### src/rtl/uart_frame_assembler.sv
// Builds 5-byte frames (control byte + 32-bit word, MSB first) from UART bytes.
// Holds each frame for the sandbox handshake; counts bytes lost to overrun.
module uart_frame_assembler #(
  parameter int TIMEOUT_CYCLES = 100000,
  parameter int CNT_W          = 8
) (
  input  logic             masterClock,
  input  logic             reset,
  input  logic             rxByteValid,
  input  logic [7:0]       rxByte,
  input  logic             clearDR,
  output logic             dataReceived,
  output logic [7:0]       control,
  output logic [31:0]      inputData,
  output logic             frameError,
  output logic             overrun,
  output logic [CNT_W-1:0] droppedCount
);

  localparam int TW = $clog2(TIMEOUT_CYCLES);
  localparam logic [TW-1:0] TMO_LAST = TW'(TIMEOUT_CYCLES - 1);

  typedef enum logic [1:0] {
    IDLE,
    DATA,
    HOLD,
    RELEASE
  } state_e;

  state_e           state_q, state_d;
  logic [1:0]       idx_q, idx_d;
  logic [TW-1:0]    tmo_q, tmo_d;
  logic [7:0]       ctrl_sh_q, ctrl_sh_d;
  logic [31:0]      data_sh_q, data_sh_d;
  logic [7:0]       control_q, control_d;
  logic [31:0]      data_q, data_d;
  logic             dr_q, dr_d;
  logic             ferr_q, ferr_d;
  logic             ovr_q, ovr_d;
  logic [CNT_W-1:0] drop_q, drop_d;
  logic             drop;

  always_comb begin
    state_d   = state_q;
    idx_d     = idx_q;
    tmo_d     = tmo_q;
    ctrl_sh_d = ctrl_sh_q;
    data_sh_d = data_sh_q;
    control_d = control_q;
    data_d    = data_q;
    dr_d      = dr_q;
    ferr_d    = 1'b0;
    ovr_d     = ovr_q;
    drop_d    = drop_q;
    drop      = 1'b0;
    unique case (state_q)
      IDLE: begin
        if (rxByteValid) begin
          ctrl_sh_d = rxByte;
          tmo_d     = '0;
          idx_d     = '0;
          state_d   = DATA;
        end
      end
      DATA: begin
        if (rxByteValid) begin
          data_sh_d = {data_sh_q[23:0], rxByte};
          tmo_d     = '0;
          idx_d     = idx_q + 2'd1;
          if (idx_q == 2'd3) begin
            control_d = ctrl_sh_q;
            data_d    = {data_sh_q[23:0], rxByte};
            dr_d      = 1'b1;
            state_d   = HOLD;
          end
        end else if (tmo_q == TMO_LAST) begin
          // Partial frame is abandoned; published outputs stay put
          ferr_d    = 1'b1;
          tmo_d     = '0;
          idx_d     = '0;
          ctrl_sh_d = '0;
          data_sh_d = '0;
          state_d   = IDLE;
        end else begin
          tmo_d = tmo_q + 1'b1;
        end
      end
      HOLD: begin
        drop = rxByteValid;
        if (clearDR) begin
          dr_d    = 1'b0;
          state_d = RELEASE;
        end
      end
      RELEASE: begin
        drop = rxByteValid;
        if (!clearDR) begin
          state_d = IDLE;
        end
      end
      default: begin
        state_d = IDLE;
        dr_d    = 1'b0;
      end
    endcase
    if (drop) begin
      ovr_d = 1'b1;
      if (drop_q != '1) begin
        drop_d = drop_q + 1'b1;
      end
    end
  end

  always_ff @(posedge masterClock) begin
    if (!reset) begin
      state_q   <= IDLE;
      idx_q     <= '0;
      tmo_q     <= '0;
      ctrl_sh_q <= '0;
      data_sh_q <= '0;
      control_q <= '0;
      data_q    <= '0;
      dr_q      <= 1'b0;
      ferr_q    <= 1'b0;
      ovr_q     <= 1'b0;
      drop_q    <= '0;
    end else begin
      state_q   <= state_d;
      idx_q     <= idx_d;
      tmo_q     <= tmo_d;
      ctrl_sh_q <= ctrl_sh_d;
      data_sh_q <= data_sh_d;
      control_q <= control_d;
      data_q    <= data_d;
      dr_q      <= dr_d;
      ferr_q    <= ferr_d;
      ovr_q     <= ovr_d;
      drop_q    <= drop_d;
    end
  end

  assign dataReceived = dr_q;
  assign control      = control_q;
  assign inputData    = data_q;
  assign frameError   = ferr_q;
  assign overrun      = ovr_q;
  assign droppedCount = drop_q;

endmodule
### config.mk
export PLATFORM = sky130hd
export DESIGN_NAME = uart_frame_assembler
export DESIGN_NICKNAME = d
export VERILOG_FILES = /design/src/rtl/uart_frame_assembler.sv
export SDC_FILE = /design/constraint.sdc
export NUM_CORES = 1
export LEC_CHECK = 0
export CORE_MARGIN = 2
export CORE_UTILIZATION = 42
export CTS_CLUSTER_SIZE = 8
export DETAILED_ROUTE_END_ITERATION = 8
export PLACE_DENSITY = 0.63
export SLEW_MARGIN = 20
export SYNTH_ARGS = -nofsm -noshare
export SYNTH_HDL_FRONTEND = slang
export SYNTH_SLANG_ARGS = --single-unit
### constraint.sdc
create_clock -name masterClock -period 2.85 [get_ports masterClock]
set_input_delay 0.57 -clock masterClock [delete_from_list [all_inputs] [get_ports masterClock]]
set_output_delay 0.57 -clock masterClock [all_outputs]
set_load 0.01 [all_outputs]
==> summary.txt <==
Outcome: completed
Arrival time worst endpoint: 2.34 ns
Slew HR: 67.8%
Yosys Warn Count: 0
Pwr/cell area: 504 nW/um2
Initial DRC count: 152
Detailed placement HPWL: 6130 um
Mapped cell area: 4000 um2
Vias per cell: 5.17
Post-synthesis adder-cell area fraction: 0.938%
Final-report setup violation count: 0
Post-synthesis sequential area ratio: 52.0%
Peak supply drop: 0.285 mV
Final clock period utilization by the worst path: 73.1%
Starting Density: 43.3%
Fin nets: 527
CP Max Fanout: 12
Clock Sinks: 104
TNS Setup: 0 ns
Num CTS Buffers: 9
Syn avg cell area: 8.76 um2
Synth Area in Simple Gates: 21.4%
Flop and latch count out of synthesis: 104
Synth unique cells: 40
Rows: 35
Hold Vio Cnt, Final: 0
Io pins: 63
Setup Fix Bufs, Post-CTS: 0
Synthesized Nets: 472
Slew @ Worst Pin: 0.483 ns
Commonest cells after routing, fill and taps aside: 104 x dfxtp_1, 100 x nand2_1, 62 x clkdlybuf4s50_1
Initial antenna violation count: 0
DR WL/cell: 13.8 um
RSZ-0062 raised after global routing: no
Total power draw: 0.00248 W
Crit start category: input port
CP Capture Type: register
Total global routing overflow: 0
Register area: 2080 um2
Clock Skews: 0.0135 ns
Gr usage total: 18.0%
Share of layout cells above drive strength 1: 6.96%
Clock-pin slew of the registers on the worst-case setup and hold paths: 0.10 ns
Vias post-DR: 3,341
Clock Path Buffers: 2
Dpl ws: 0.410 ns
Fin crit period: 2.08 ns
Placer congestion estimate: 0.842
Critical Path RT: 3.11 ns
Post-CTS Hold Buffers: 0
Remaining antenna violation count after routing: 0
Area grow syn2layout: 23.1%
Worst hold slack: 0.457 ns
IO Port Bufs: 62
# DRC: 0
H-tree depth: 3
Routed wire length: 8950 um
Fmax: 480 MHz
Area of the core: 9240 um2
Die area: 10,300 um2
# resized after CTS: 0
CTS tree: yes
Compound-Gate Fraction of Synth Area: 17.1%
Setup WS post-layout: 0.766 ns
Mapped Cells: 457
Chip width: 102 um
First-pass GRT wire length: 14,800 um
Slew Limit Fails: 0
Largest net degree at the start of global routing: 39
Largest family of logic cells by synthesized area: simple AND/OR/NAND/NOR gates
DRT Pass-1 Iters: 4
Max Cap Violations: 0
Root Buffer: clkbuf_8
Pleak: 1.68 nW
Vias in the first global route: 3,050
Commonest non-fill, non-tap cell in the layout: dfxtp_1
Multiplexer share of the synthesized area: 0.250%
Filler cells: 885
Setup CP Type: in2reg
Xor/xnor cell area share of the yosys netlist: 4.38%
Min-delay worst type: reg2reg
Die Span Y: 102 um
Final Util: 53.3%
Clk_lat worst skew: 0.36 ns
Area of the multi-input gates: 1770 um2
N_diodes: 0
[logic make-up (layout without fill, tap and decap cells)]
group           count (synthesis)  count (layout)
simple gates                  189             189
compound gates                106             106
flops                         104             104
xor+xnor                       20              20
fa+ha+maj                       3               3
mux                             1               1
buf+inv                        34              94
[flip-flops by register name, summed over array words and instances, names as in the netlist, named ones only]
name / cells
inputData: 32
droppedCount: 8
state_q: 1
ctrl_sh_q: 8
frameError: 1
data_sh_q: 24
overrun: 1
dataReceived: 1
idx_q: 2
control: 8
tmo_q: 17
[final cells by class]
cell class                      count  area share, %
Tap cell                          129           3.28
Inverter                            4          0.305
Multi-Input combinational cell    319           35.9
Sequential cell                   104           42.3
Clock buffer                       10           2.79
Clock inverter                      6           1.04
Timing Repair Buffer               74           14.4
[worst max-delay path: stages]
cell and delay (ns):
clkdlybuf4s50_1 0.71, o21ba_2 0.32, nand2_1 0.14, nor4_1 0.37
xnor2_1 0.17, nor2_1 0.05
[per-layer routing]
metal / routed length, um / share of wire [%] / vias up / track usage [%]
met5: 0 / 0 / - / 0
met4: 132 / 1.5 / 0 / 7.17
met3: 363 / 4.1 / 11 / 3.93
met2: 3840 / 43 / 67 / 26.6
met1: 4610 / 52 / 1575 / 25.6
li1: - / - / 1688 / -
[path summary, 6_finish.rpt]
check / from / end / slack (ns) / cells past startpoint
setup / recovery: rxByteValid / tmo_q[16] / 0.77 / 6
hold / removal: inputData[23] / inputData[23] / 0.46 / 2
setup reg to reg: tmo_q[5] / data_sh_q[3] / 0.99 / 6
hold reg to reg: inputData[23] / inputData[23] / 0.46 / 2
[cell usage after synthesis, drive strengths merged]
library cell,n,area [um2]
nor4b,2,23.8
o21ba,1,10.0
and4,5,43.8
o221a,1,11.3
xor2,9,78.8
a21oi,60,300
nor4,3,25.0
a22oi,8,60.1
o2111ai,1,8.76
o22ai,2,12.5
nand2b,4,25.0
and2,3,18.8
a31oi,3,18.8
dfxtp,104,2080
a22o,24,210
a21o,1,7.51
and3,4,25.0
nand3,19,95.1
nand4b,3,26.3
ha,3,37.5
inv,4,15.0
nor2,33,124
nor3,5,25.0
clkbuf,19,71.3
nor2b,2,12.5
nand2,100,375
o31ai,1,12.5
nand4,5,31.3
or4,1,7.51
o211ai,1,12.5
o21ai,2,10.0
mux2i,1,10.0
xnor2,11,96.3
a41oi,1,8.76
buf,11,70.1
[power breakdown]
| part | switching, W | total, W | internal (W) |
|---|---|---|---|
| clock network | 0.000523 | 0.000876 | 0.000352 |
| logic | 0.0000710 | 0.000117 | 0.0000459 |
| registers | 0.0000213 | 0.00149 | 0.00147 |
[per-stage QoR]
step	cell area [um2]	instances
3_5_place_dp	4740	630
3_3_place_gp	4740	630
2_1_floorplan	4000	457
6_report	4930	646
4_1_cts	4930	646
5_1_grt	4930	646
Note: power is estimated with default switching activity, not from simulation.
